**src/rtl/bram_rd_arbiter_if.sv**
```systemverilog
// Client request/response and BRAM read-port signals of the shared line-buffer read controller.
// The slave modport is the arbiter's view; the master modport is the clients plus the BRAM.
interface bram_rd_arbiter_if #(
    parameter int ADDR_W = 13,
    parameter int DATA_W = 32
);
    logic              i_trig0;
    logic [ADDR_W-1:0] i_addr0;
    logic [DATA_W-1:0] o_data0;
    logic              o_done0;

    logic              i_trig1;
    logic [ADDR_W-1:0] i_addr1;
    logic [DATA_W-1:0] o_data1;
    logic              o_done1;

    logic              o_bram_en;
    logic [ADDR_W-1:0] o_bram_addr;
    logic [DATA_W-1:0] i_bram_dout;

    modport slave (
        input  i_trig0, i_addr0, i_trig1, i_addr1, i_bram_dout,
        output o_data0, o_done0, o_data1, o_done1, o_bram_en, o_bram_addr
    );

    modport master (
        output i_trig0, i_addr0, i_trig1, i_addr1, i_bram_dout,
        input  o_data0, o_done0, o_data1, o_done1, o_bram_en, o_bram_addr
    );
endinterface

```
**src/rtl/bram_rd_arbiter.sv**
```systemverilog
// Two-client round-robin read controller for the line-buffer BRAM: one access in flight,
// waits out RD_LAT, then returns the dword with a one-cycle done pulse to the granted client.
module bram_rd_arbiter #(
    parameter int ADDR_W = 13,
    parameter int DATA_W = 32,
    parameter int RD_LAT = 2
) (
    input  logic                 i_clk,
    input  logic                 i_rstn,
    bram_rd_arbiter_if.slave     bus
);
    localparam int CNT_W = 3;
    localparam logic [CNT_W-1:0] CNT_LOAD = CNT_W'(RD_LAT);

    typedef enum logic [1:0] {
        IDLE,
        WAIT,
        CAPTURE
    } state_t;

    state_t            state_q;
    logic [CNT_W-1:0]  cnt_q;
    logic              last_q;
    logic              armed0_q;
    logic              armed1_q;
    logic              en_q;
    logic [ADDR_W-1:0] addr_q;
    logic [DATA_W-1:0] data0_q;
    logic [DATA_W-1:0] data1_q;
    logic              done0_q;
    logic              done1_q;

    logic              elig0_d;
    logic              elig1_d;
    logic              sel_d;

    // A client only competes once its trig has been seen low since its last grant.
    always_comb begin
        elig0_d = bus.i_trig0 & armed0_q;
        elig1_d = bus.i_trig1 & armed1_q;
        sel_d   = (elig0_d & elig1_d) ? ~last_q : elig1_d;
    end

    always_ff @(posedge i_clk or negedge i_rstn) begin
        if (!i_rstn) begin
            state_q  <= IDLE;
            cnt_q    <= '0;
            last_q   <= 1'b1;
            armed0_q <= 1'b1;
            armed1_q <= 1'b1;
            en_q     <= 1'b0;
            addr_q   <= '0;
            data0_q  <= '0;
            data1_q  <= '0;
            done0_q  <= 1'b0;
            done1_q  <= 1'b0;
        end else begin
            en_q    <= 1'b0;
            done0_q <= 1'b0;
            done1_q <= 1'b0;
            if (!bus.i_trig0) armed0_q <= 1'b1;
            if (!bus.i_trig1) armed1_q <= 1'b1;

            case (state_q)
                IDLE: begin
                    if (elig0_d | elig1_d) begin
                        en_q    <= 1'b1;
                        addr_q  <= sel_d ? bus.i_addr1 : bus.i_addr0;
                        cnt_q   <= CNT_LOAD;
                        last_q  <= sel_d;
                        if (sel_d) armed1_q <= 1'b0;
                        else       armed0_q <= 1'b0;
                        state_q <= WAIT;
                    end
                end
                WAIT: begin
                    // Leaving on the count of one lands the capture RD_LAT edges after the BRAM sample.
                    cnt_q <= cnt_q - 1'b1;
                    if (cnt_q == CNT_W'(1)) state_q <= CAPTURE;
                end
                CAPTURE: begin
                    if (last_q) begin
                        data1_q <= bus.i_bram_dout;
                        done1_q <= 1'b1;
                    end else begin
                        data0_q <= bus.i_bram_dout;
                        done0_q <= 1'b1;
                    end
                    state_q <= IDLE;
                end
                default: state_q <= IDLE;
            endcase
        end
    end

    assign bus.o_bram_en   = en_q;
    assign bus.o_bram_addr = addr_q;
    assign bus.o_data0     = data0_q;
    assign bus.o_done0     = done0_q;
    assign bus.o_data1     = data1_q;
    assign bus.o_done1     = done1_q;

endmodule

```
**src/flat_wrapper.sv**
```systemverilog
// flat-port wrapper written by rule: the top's interface ports become plain ports
module bram_rd_arbiter_flat 
#(
    parameter int ADDR_W = 13,
    parameter int DATA_W = 32,
    parameter int RD_LAT = 2
)
  (i_clk, i_rstn, bus_i_trig0, bus_i_addr0, bus_i_trig1, bus_i_addr1, bus_i_bram_dout, bus_o_data0, bus_o_done0, bus_o_data1, bus_o_done1, bus_o_bram_en, bus_o_bram_addr);
  bram_rd_arbiter_if #(.ADDR_W(ADDR_W), .DATA_W(DATA_W)) bus_i ();
  input  logic i_clk;
  input  logic i_rstn;
  input wire logic [$bits(bus_i.i_trig0)-1:0] bus_i_trig0;
  input wire logic [$bits(bus_i.i_addr0)-1:0] bus_i_addr0;
  input wire logic [$bits(bus_i.i_trig1)-1:0] bus_i_trig1;
  input wire logic [$bits(bus_i.i_addr1)-1:0] bus_i_addr1;
  input wire logic [$bits(bus_i.i_bram_dout)-1:0] bus_i_bram_dout;
  output wire logic [$bits(bus_i.o_data0)-1:0] bus_o_data0;
  output wire logic [$bits(bus_i.o_done0)-1:0] bus_o_done0;
  output wire logic [$bits(bus_i.o_data1)-1:0] bus_o_data1;
  output wire logic [$bits(bus_i.o_done1)-1:0] bus_o_done1;
  output wire logic [$bits(bus_i.o_bram_en)-1:0] bus_o_bram_en;
  output wire logic [$bits(bus_i.o_bram_addr)-1:0] bus_o_bram_addr;
  assign bus_i.i_trig0 = bus_i_trig0;
  assign bus_i.i_addr0 = bus_i_addr0;
  assign bus_i.i_trig1 = bus_i_trig1;
  assign bus_i.i_addr1 = bus_i_addr1;
  assign bus_i.i_bram_dout = bus_i_bram_dout;
  assign bus_o_data0 = bus_i.o_data0;
  assign bus_o_done0 = bus_i.o_done0;
  assign bus_o_data1 = bus_i.o_data1;
  assign bus_o_done1 = bus_i.o_done1;
  assign bus_o_bram_en = bus_i.o_bram_en;
  assign bus_o_bram_addr = bus_i.o_bram_addr;
  bram_rd_arbiter #(.ADDR_W(ADDR_W), .DATA_W(DATA_W), .RD_LAT(RD_LAT)) u_core (.i_clk(i_clk), .i_rstn(i_rstn), .bus(bus_i));
endmodule
```
**config.mk**
```make
export PLATFORM = sky130hd
export DESIGN_NAME = bram_rd_arbiter_flat
export DESIGN_NICKNAME = d
export VERILOG_FILES = /design/src/rtl/bram_rd_arbiter_if.sv /design/src/rtl/bram_rd_arbiter.sv /design/src/flat_wrapper.sv
export SDC_FILE = /design/constraint.sdc
export NUM_CORES = 1
export LEC_CHECK = 0
export ABC_CLOCK_PERIOD_IN_PS = 1400
export CORE_ASPECT_RATIO = 1.25
export CORE_MARGIN = 2
export CORE_UTILIZATION = 40
export CTS_BUF_LIST = sky130_fd_sc_hd__clkbuf_4
export CTS_CLUSTER_SIZE = 30
export DETAILED_ROUTE_END_ITERATION = 10
export PLACE_DENSITY = 0.78
export SKIP_LAST_GASP = 1
export SYNTH_ARGS = -nofsm -noshare
export SYNTH_HDL_FRONTEND = slang
export SYNTH_SLANG_ARGS = --single-unit
```
**constraint.sdc**
```tcl
create_clock -name i_clk -period 1.4 [get_ports i_clk]
set_input_delay 0.14 -clock i_clk [delete_from_list [all_inputs] [get_ports i_clk]]
set_output_delay 0.14 -clock i_clk [all_outputs]
set_load 0.005 [all_outputs]
```
==> results.yml, run 1 <==
status:
  status: "finished, violations left"
  violations: "negative setup slack"
critical_path:
  cp-end-kind: "register"
  cp_max_fo: 5
  required_ns: 1.72
  arrival_ns: 1.77
  r2r-start: "u_core.last_q"
  crit_path_start: "u_core.last_q"
  worst_setup_path_start_kind: "register"
  crit_type: "reg2reg"
floorplanning:
  ios: 142
  die_w_um: 87.12
  rows: 37
  die_area_sq_um: 9400
  die_h_um: 107.9
  coreArea_sq_um: 8333
  initial_core_util_pct: 41.46
power_and_ir_drop:
  power.share.combinational_pct: 43.1
  pwr-share-seq_pct: 43.2
  power_leakage_uw: 0.002467
  internal_power_uw: 7161
  p_sw_share_pct: 30.68
  power_density_nw_per_um2: 1924
  ir_drop_v: 0.001036
  power_frac_clock_pct: 13.6
  power.switching_uw: 3170
detailed_routing:
  drt-total-wl_mm: 8.485
  drc_errors: 0
  ant_nets: 0
  via_count: 2562
  wl_per_cell_um: 17.04
  drt-vias-per-instance: 5.145
  dr.pass1.iters: 4
  drt_iter0_markers: 74
synth:
  syn_inst: 221
  synth_area_leaders: "dfrtp_1 (62%), mux2_2 (20%), a221o_1 (3.8%), a21boi_0 (2.8%), dfstp_2 (2.3%)"
  yosys_warnings: 0
  netlist_area_sq_um: 3455
  avgSynthCellArea_sq_um: 15.63
  synth-seq-area-share_pct: 63.85
  synth_seq_cells: 88
  synth_top_area_share_pct: 61.57
  synth_fp_nets: 285
  post_synth_num_cell_types: 29
  yosysTopAreaCell: "dfrtp_1"
timing:
  maxSlewHeadroom_pct: 74.77
  skew_ns: 0.01042
  fmax_ghz: 0.6866
  rsz0062_at_grt: "yes"
  holdWs_ns: 0.1233
  finalSetupViolCount: 34
  min_period_ns: 1.456
  slew_viol_final: 0
  final-hold-violation-count: 0
  fin_ws_ns: -0.05642
  final.period_utilization_pct: 104.0
  tightest_slew_ns: 0.3756
clocking:
  cts_buffer_depth: 2
  cts-root-buf: "clkbuf_4"
  cts.clk_slew.worst_paths_ns: 0.14
  cts_buffers: 9
  htree_levels: 3
  cts_tree: "yes"
  clock_latency_ns: 0.43
  numClockSinks: 88
final_layout:
  synthToLayoutAreaGrowth_pct: 55.45
  drive_gt1_share_pct: 29.93
  fin_nets: 460
  seqCellArea_sq_um: 2208
  layout_commonest_cell: "dfrtp_1"
  final_cell_mix: "dfrtp_1 (83), dlygate4sd2_1 (80), mux2_2 (62)"
  multi_input_area_sq_um: 1179
  diodes: 0
  fillers: 670
  final_util_pct: 64.44
place:
  pre_cts_slack_ns: -0.2026
  dp_hpwl_mm: 5.973
  io_buffers: 141
  gp_congestion: 0.7787
grt:
  grt_antenna_before_repair: 0
  track_usage_pct: 18.44
  grt_start_max_net_pins: 44
  grt_pass1_wl_mm: 13.31
  gr-total-overflow: 0
  grt_pass1_vias: 2760
job:
  drv_cap: 0
hold_path:
  hp-class: "in2async"
-- synthesized netlist by cell type --
library cell / instances
a21boi_0: 13
a21o_1: 1
a21oi_1: 2
a221o_1: 13
a22o_1: 1
a22oi_1: 1
and2_1: 1
and3_1: 1
buf_2: 2
buf_4: 3
buf_6: 3
clkbuf_1: 2
dfrtp_1: 85
dfstp_2: 3
ha_1: 2
inv_1: 6
mux2_1: 2
mux2_2: 62
nand2_1: 4
nand2b_1: 1
nand3b_1: 2
nor2_1: 2
nor2_2: 1
nor2b_1: 2
nor3b_4: 1
nor4_4: 1
o2111a_1: 1
o21ai_0: 2
xor2_1: 1
-- critical path, cell delays in order (launching register included) --
cell     delay, ns
dfstp_2       0.61
and3_4        0.21
nor4_4        0.06
buf_4         0.16
a221o_1       0.32
-- metal layers --
metal | GRT usage [%] | share of wire (%) | vias up
met3 | 6.902 | 8.0 | 12
met2 | 31.73 | 52 | 105
met4 | 6.593 | 1.9 | 0
met5 | 0 | 0 | -
li1 | - | - | 1154
met1 | 20.80 | 38 | 1291
-- what timing repair did --
action                     4_1_cts  5_1_grt
setup endpoints to repair      127       61
gates cloned                     3        3
pin swaps                       10        8
hold endpoints to repair        85        0
buffers inserted                 9        1
hold buffers                     1        0
resized for setup               87        4
-- registers in the layout, summed over array words and instances (netlist names), 2 cells and up --
signal and count:
u_core.bus.o_data1 32, u_core.cnt_q 3, u_core.bus.o_bram_addr 13, u_core.state_q 2
u_core.bus.o_data0 32
-- through the flow --
stage	std cells	power [uW]	TNS (ns)	instance area [sq um]
finish	498	10330	-0.5068	5370
CTS	495	10420	-0.5349	5291
global route	498	11060	-2.822	5370
floorplan	221	6389	-0.7083	3476
detailed placement	466	9597	-2.566	5112
global placement	466	9389	-1.860	5112
-- cell families (layout without fill, tap and decap cells) --
group | count (synthesis) | count (layout) | synth area share (%)
XOR/XNOR | 1 | 1 | 0.2536
multiplexers | 64 | 64 | 20.86
AND/OR/NAND/NOR | 16 | 16 | 3.332
adder cells (fa/ha/maj) | 2 | 2 | 0.7243
AO/OA/AOI/OAI | 34 | 35 | 8.185
buffers and inverters | 16 | 195 | 2.789
flip-flops | 88 | 88 | 63.85
-- layout make-up --
cell class	count	share of cell area, %
clock buffer	9	1.258
clock inverter	7	1.305
inverter	6	0.4194
multi-input combinational	118	21.95
sequential	88	41.12
tap	97	2.260
timing repair buffer	173	31.69
-- power by group through the flow --
stage | combinational [uW] | sequential, uW | clock, uW
6_report | 4460 | 4470 | 1410
5_1_grt | 4850 | 4650 | 1560
4_1_cts | 4500 | 4480 | 1450
3_5_place_dp | 5030 | 4570 | 0
3_3_place_gp | 4870 | 4510 | 0
2_1_floorplan | 1770 | 4620 | 0
-- path summary, 6_finish.rpt --
path	end	slack, ns	cells past startpoint
setup / recovery	u_core.bus.o_bram_addr[5]	-0.06	4
hold / removal	u_core.bus.o_data1[9]	0.12	2
setup reg to reg	u_core.bus.o_bram_addr[5]	-0.06	4
hold reg to reg	u_core.armed1_q	0.49	2
max in group asynchronous	u_core.last_q	0.71	3
min in group i_clk	u_core.armed1_q	0.32	2
Note: power is estimated with default switching activity, not from simulation.
==> inputs of run 2 (changes only) <==
==> constraint.sdc (replaced) <==
create_clock -name i_clk -period 1.4 [get_ports i_clk]
set_input_delay 0.35 -clock i_clk [delete_from_list [all_inputs] [get_ports i_clk]]
set_output_delay 0.35 -clock i_clk [all_outputs]
set_load 0.005 [all_outputs]
==> run 2 against run 1 <==
Effect of this change: the run still ends with negative setup slack left; critical path depth did not move; worst setup slack improved by 0.00067 ns; design area is 4.5% lower; clock power down 4%; via count decreased by 0.55%; total power shrank 2.0%; non-clock buffer count grew 1; die area is the same; wire length is 2.7% higher; clock skew decreased by 0.0045 ns; sequential share of layout area up 1.9 points; flip-flop and latch count unchanged; critical path type unchanged; critical endpoint is now u_core.bus.o_bram_addr[9].
==> results.yml, run 2 (synthesis gave the netlist of run 1 again) <==
status:
  status: "finished, violations left"
  violations: "negative setup slack"
final_layout:
  diodes: 0
  synthToLayoutAreaGrowth_pct: 48.50
  final_util_pct: 61.56
  layout_commonest_cell: "dfrtp_1"
  final_cell_mix: "dfrtp_1 (83), clkdlybuf4s50_1 (60), buf_2 (60)"
  fin_nets: 461
  fillers: 692
  drive_gt1_share_pct: 50.00
detailed_routing:
  drt_iter0_markers: 58
  ant_nets: 0
  drc_errors: 0
  via_count: 2548
  drt-total-wl_mm: 8.714
  drt-vias-per-instance: 5.106
  wl_per_cell_um: 17.46
  dr.pass1.iters: 4
job:
  drv_cap: 0
critical_path:
  cp_max_fo: 5
  worst_setup_path_start_kind: "register"
  cp-end-kind: "register"
  crit_type: "reg2reg"
  required_ns: 1.70
  ff2ff_setup_slack_ns: -0.06
  arrival_ns: 1.76
timing:
  holdWs_ns: 0.3785
  rsz0062_at_grt: "yes"
  final.period_utilization_pct: 104.0
  final-hold-violation-count: 0
  skew_ns: 0.005879
  fin_ws_ns: -0.05575
  maxSlewHeadroom_pct: 75.39
  fmax_ghz: 0.6869
  finalSetupViolCount: 43
  slew_viol_final: 0
  finalSetupTns_ns: -1.016
  min_period_ns: 1.456
  tightest_slew_ns: 0.3691
floorplanning:
  initial_core_util_pct: 41.46
  ios: 142
  die_h_um: 107.9
  die_w_um: 87.12
  rows: 37
  die_area_sq_um: 9400
  coreArea_sq_um: 8333
clocking:
  htree_levels: 3
  cts_buffers: 9
  cts_buffer_depth: 2
  cts-root-buf: "clkbuf_4"
  cts_tree: "yes"
  numClockSinks: 88
  cts.clk_slew.worst_paths_ns: 0.13
  clock_latency_ns: 0.41
grt:
  track_usage_pct: 17.91
  grt_pass1_vias: 2723
  grt_pass1_wl_mm: 13.03
  grt_start_max_net_pins: 39
  gr-total-overflow: 0
  grt_antenna_before_repair: 0
power_and_ir_drop:
  power_leakage_uw: 0.002393
  power_density_nw_per_um2: 1974
  power_uw: 10130
  ir_drop_v: 0.0009041
hold_path:
  hp-class: "in2async"
place:
  dp_hpwl_mm: 5.959
  io_buffers: 141
  gp_congestion: 0.8057
[run 2: cell count changes in the layout (fill, tap and decap cells not counted), sizes merged]
| cell | before | now |
|---|---|---|
| inv | 8 | 6 |
| clkinv | 2 | 5 |
| dlygate4sd2 | 80 | 0 |
| clkbuf | 12 | 33 |
| clkinvlp | 2 | 1 |
| buf | 29 | 89 |
[run 2: layer usage]
layer	GRT usage, %	share of wire [%]	vias up	wire (um)
li1	-	-	1154	-
met1	20.40	39	1268	3372
met2	30.21	51	110	4473
met3	6.518	7.9	16	688
met4	7.473	2.1	0	180
met5	0	0	-	0
[run 2: layout make-up]
| cell class | instances | area [sq um] | share of cell area (%) |
|---|---|---|---|
| sequential | 88 | 2208 | 43.05 |
| timing repair buffer | 174 | 1429 | 27.85 |
| multi-input combinational | 118 | 1219 | 23.76 |
| tap | 97 | 121.4 | 2.366 |
| clock buffer | 9 | 67.56 | 1.317 |
| clock inverter | 7 | 62.56 | 1.220 |
| inverter | 6 | 22.52 | 0.4390 |
[run 2: power breakdown]
part | leakage (uW) | internal, uW | switching [uW]
clock | 0.0000684 | 528 | 818
sequential | 0.00104 | 3830 | 670
combinational | 0.00129 | 2560 | 1730
total | 0.00239 | 6910 | 3210
[run 2: stage by stage]
| stage | std cells | area [sq um] | setup slack [ns] |
|---|---|---|---|
| finish | 499 | 5130 | -0.05575 |
| floorplan | 221 | 3476 | -0.02112 |
| CTS | 489 | 4984 | -0.04702 |
| global route | 499 | 5130 | -0.09079 |
| detailed placement | 465 | 5080 | -0.4021 |
| global placement | 465 | 5080 | -0.3409 |
[run 2: worst paths after layout]
check,startpoint,end,cells past startpoint
max,u_core.last_q,u_core.bus.o_bram_addr[9],4
min,i_rstn,u_core.bus.o_bram_addr[12],2
max reg2reg,u_core.last_q,u_core.bus.o_bram_addr[9],4
min reg2reg,u_core.armed1_q,u_core.armed1_q,2
max in group asynchronous,i_rstn,u_core.bus.o_data0[12],3
min in group i_clk,u_core.armed1_q,u_core.armed1_q,2
[run 2: critical path: stages (launching register included)]
cell and delay (ns):
dfstp_2 0.62, and3_4 0.21, nor4_4 0.05, buf_4 0.15
a221o_1 0.32
[run 2: timing repair]
action,CTS,global route
hold buffers,1,0
cloned,1,6
buffers inserted,6,4
endpoints found under the hold margin,21,0
pin swaps,15,2
setup endpoints to repair,121,96
gates resized for setup,283,45
==> inputs of run 3 (changes only) <==
--- a/config.mk
+++ b/config.mk
@@ -8,11 +8,12 @@
 export ABC_CLOCK_PERIOD_IN_PS = 1400
 export CORE_ASPECT_RATIO = 1.25
 export CORE_MARGIN = 2
-export CORE_UTILIZATION = 40
+export CORE_UTILIZATION = 55
 export CTS_BUF_LIST = sky130_fd_sc_hd__clkbuf_4
 export CTS_CLUSTER_SIZE = 30
 export DETAILED_ROUTE_END_ITERATION = 10
-export PLACE_DENSITY = 0.78
+export DONT_BUFFER_PORTS = 1
+export PLACE_DENSITY = 0.73
 export SKIP_LAST_GASP = 1
 export SYNTH_ARGS = -nofsm -noshare
 export SYNTH_HDL_FRONTEND = slang
==> run 3 against run 2 <==
Effect of this change: the flow finishes with violations (negative hold slack, negative setup slack); register-to-register slack hardly changed; wire length is 25% lower; cell count is 33% lower; first-iteration DRC count is 21% higher; hold slack worse by 0.77 ns; flip-flop and latch count stayed put; die area is 26% lower; largest cell class unchanged; largest power group unchanged; highest routed layer unchanged.
==> results.yml, run 3 (synthesis gave the netlist of run 1 again) <==
status:
  status: "finished, violations left"
  violations: "negative hold slack, negative setup slack"
clocking:
  clock_latency_ns: 0.42
  cts_tree: "yes"
  cts-root-buf: "clkbuf_4"
  cts_buffers: 9
  cts_hold_buffers: 2
  htree_levels: 3
  numClockSinks: 88
  cts.clk_slew.worst_paths_ns: 0.14
  cts_buffer_depth: 2
critical_path:
  cp_max_fo: 15
  worstSetupEndpoint: "u_core.bus.o_bram_addr[1]"
  crit_type: "reg2reg"
  arrival_ns: 1.74
  required_ns: 1.70
  r2r-start: "u_core.last_q"
  ff2ff_setup_slack_ns: -0.04
  critPathMaxStageDelay_ns: 0.60
  r2r_cells: 4
  crit_cells: 4
  worst_setup_path_start_kind: "register"
  cp-end-kind: "register"
  r2r_end: "u_core.bus.o_bram_addr[1]"
  cp_top_family: "flip-flops"
  cp_cell_sequence: "and3_4, nor4_4, buf_12, a221o_1"
  cp_slowest_cell: "dfstp_2"
  crit_path_start: "u_core.last_q"
  cp_num_buf_inv: 1
floorplanning:
  ios: 142
  die_w_um: 74.89
  coreArea_sq_um: 6126
  die_area_sq_um: 6935
  die_h_um: 92.61
  initial_core_util_pct: 56.39
  rows: 32
grt:
  grt_antenna_before_repair: 0
  gr-total-overflow: 0
  met2_usage_pct: 32.02
  met1_usage_pct: 22.51
  grt_pass1_wl_mm: 9.949
  grt_start_max_net_pins: 89
  busiest_layer: "met2"
  track_usage_pct: 19.37
  grt_pass1_vias: 2007
  grt.met3_usage_pct: 5.658
timing:
  final-hold-violation-count: 88
  holdWs_ns: -0.3932
  rsz0062_at_grt: "yes"
  final.period_utilization_pct: 103.2
  skew_ns: 0.01959
  slew_viol_final: 0
  maxSlewHeadroom_pct: 81.46
  min_period_ns: 1.444
  finalSetupViolCount: 34
  fin_ws_ns: -0.04416
  fmax_ghz: 0.6924
  tightest_slew_ns: 0.2776
final_layout:
  fin_area_sq_um: 3847
  fin_nets: 306
  drive_gt1_share_pct: 43.72
  final_cell_mix: "dfrtp_1 (83), mux2_2 (61), a21boi_0 (13), a221o_1 (13), buf_4 (12)"
  final_util_pct: 62.81
  layout_commonest_cell: "dfrtp_1"
  diodes: 0
  synthToLayoutAreaGrowth_pct: 11.37
detailed_routing:
  drt_iter0_markers: 70
  drt-vias-per-instance: 5.732
  drt-total-wl_mm: 6.548
  ant_nets: 0
  wl_per_cell_um: 19.72
  via_count: 1903
  dr.pass1.iters: 4
  drc_errors: 0
job:
  drv_cap: 0
place:
  io_buffers: 0
  dp_hpwl_mm: 4.413
  gp_congestion: 0.7123
  detailed_place.area_sq_um: 3618
power_and_ir_drop:
  power.share.combinational_pct: 26.9
  internal_power_uw: 5819
  power_density_nw_per_um2: 2213
  pwr-share-seq_pct: 57.0
  power_leakage_uw: 0.001680
  p_sw_share_pct: 31.64
  ir_drop_v: 0.001126
  power.switching_uw: 2693
  power_frac_clock_pct: 16.1
hold_path:
  hp-class: "in2async"
==> run 3: changes by cell type in the layout (fill, tap and decap cells not counted), sizes merged <==
| cell | previous run | this run |
|---|---|---|
| buf | 89 | 18 |
| clkdlybuf4s50 | 60 | 0 |
| clkbuf | 33 | 9 |
| clkinv | 5 | 3 |
| clkinvlp | 1 | 2 |
| dlygate4sd3 | 1 | 2 |
| inv | 6 | 7 |
| o2111a | 2 | 1 |
==> run 3: power groups by stage <==
stage / clock network (uW) / registers, uW / logic (uW)
6_report: 1370 / 4860 / 2290
2_1_floorplan: 0 / 4620 / 1770
3_5_place_dp: 0 / 4940 / 2180
3_3_place_gp: 0 / 4910 / 2060
4_1_cts: 1430 / 4880 / 2310
5_1_grt: 1540 / 5020 / 2530
==> run 3: timing repair <==
item | CTS | global route
pin swaps | 1 | 11
gates resized for setup | 2 | 5
setup buffers | 7 | 0
setup endpoints to repair | 58 | 72
cloned | 1 | 0
hold endpoints to repair | 90 | 88
==> run 3: through the flow <==
step / setup slack, ns / total power, uW / std cells / setup TNS [ns] / hold WS [ns]
floorplan: -0.02112 / 6389 / 221 / -0.7083 / 0.05441
global placement: -0.006149 / 6966 / 307 / -0.05377 / 0.05603
detailed placement: -0.03067 / 7117 / 307 / -0.5856 / 0.05607
CTS: -0.02852 / 8623 / 333 / -0.3653 / -0.4224
global route: -0.08108 / 9089 / 332 / -3.029 / -0.4362
finish: -0.04416 / 8513 / 332 / -0.4291 / -0.3932
==> run 3: final cells by class <==
class | count | area (sq um)
Timing Repair Buffer | 20 | 203.9
Clock inverter | 7 | 71.32
Sequential cell | 88 | 2208
Tap cell | 85 | 106.4
Clock buffer | 9 | 67.56
Fill cell | 482 | 2278
Inverter | 6 | 22.52
Multi-Input combinational cell | 117 | 1167
==> run 3: worst register-to-register path, delay by kind of cell, from the launching register on <==
kind / cells / cell delay (ns)
compound gates: 1 / 0.34
simple gates: 2 / 0.26
buf+inv: 1 / 0.14
flops: 1 / 0.60
==> run 3: layer usage <==
layer / up-vias / wire length (um)
met5: - / 0
met1: 955 / 2476
li1: 842 / -
met2: 93 / 3402
met4: 0 / 119
met3: 13 / 549
==> run 3: worst min path at each step <==
stage / startpoint / end / slack, ns / depth (start not counted)
2_1_floorplan: i_rstn / u_core.bus.o_bram_addr[0] / 0.05 / 0
3_3_place_gp: i_rstn / u_core.bus.o_data1[23] / 0.06 / 0
3_5_place_dp: i_rstn / u_core.bus.o_data1[23] / 0.06 / 0
4_1_cts: i_rstn / u_core.bus.o_data0[3] / -0.42 / 0
5_1_grt: i_rstn / u_core.bus.o_data0[16] / -0.44 / 0
6_report: i_rstn / u_core.bus.o_data0[18] / -0.39 / 0
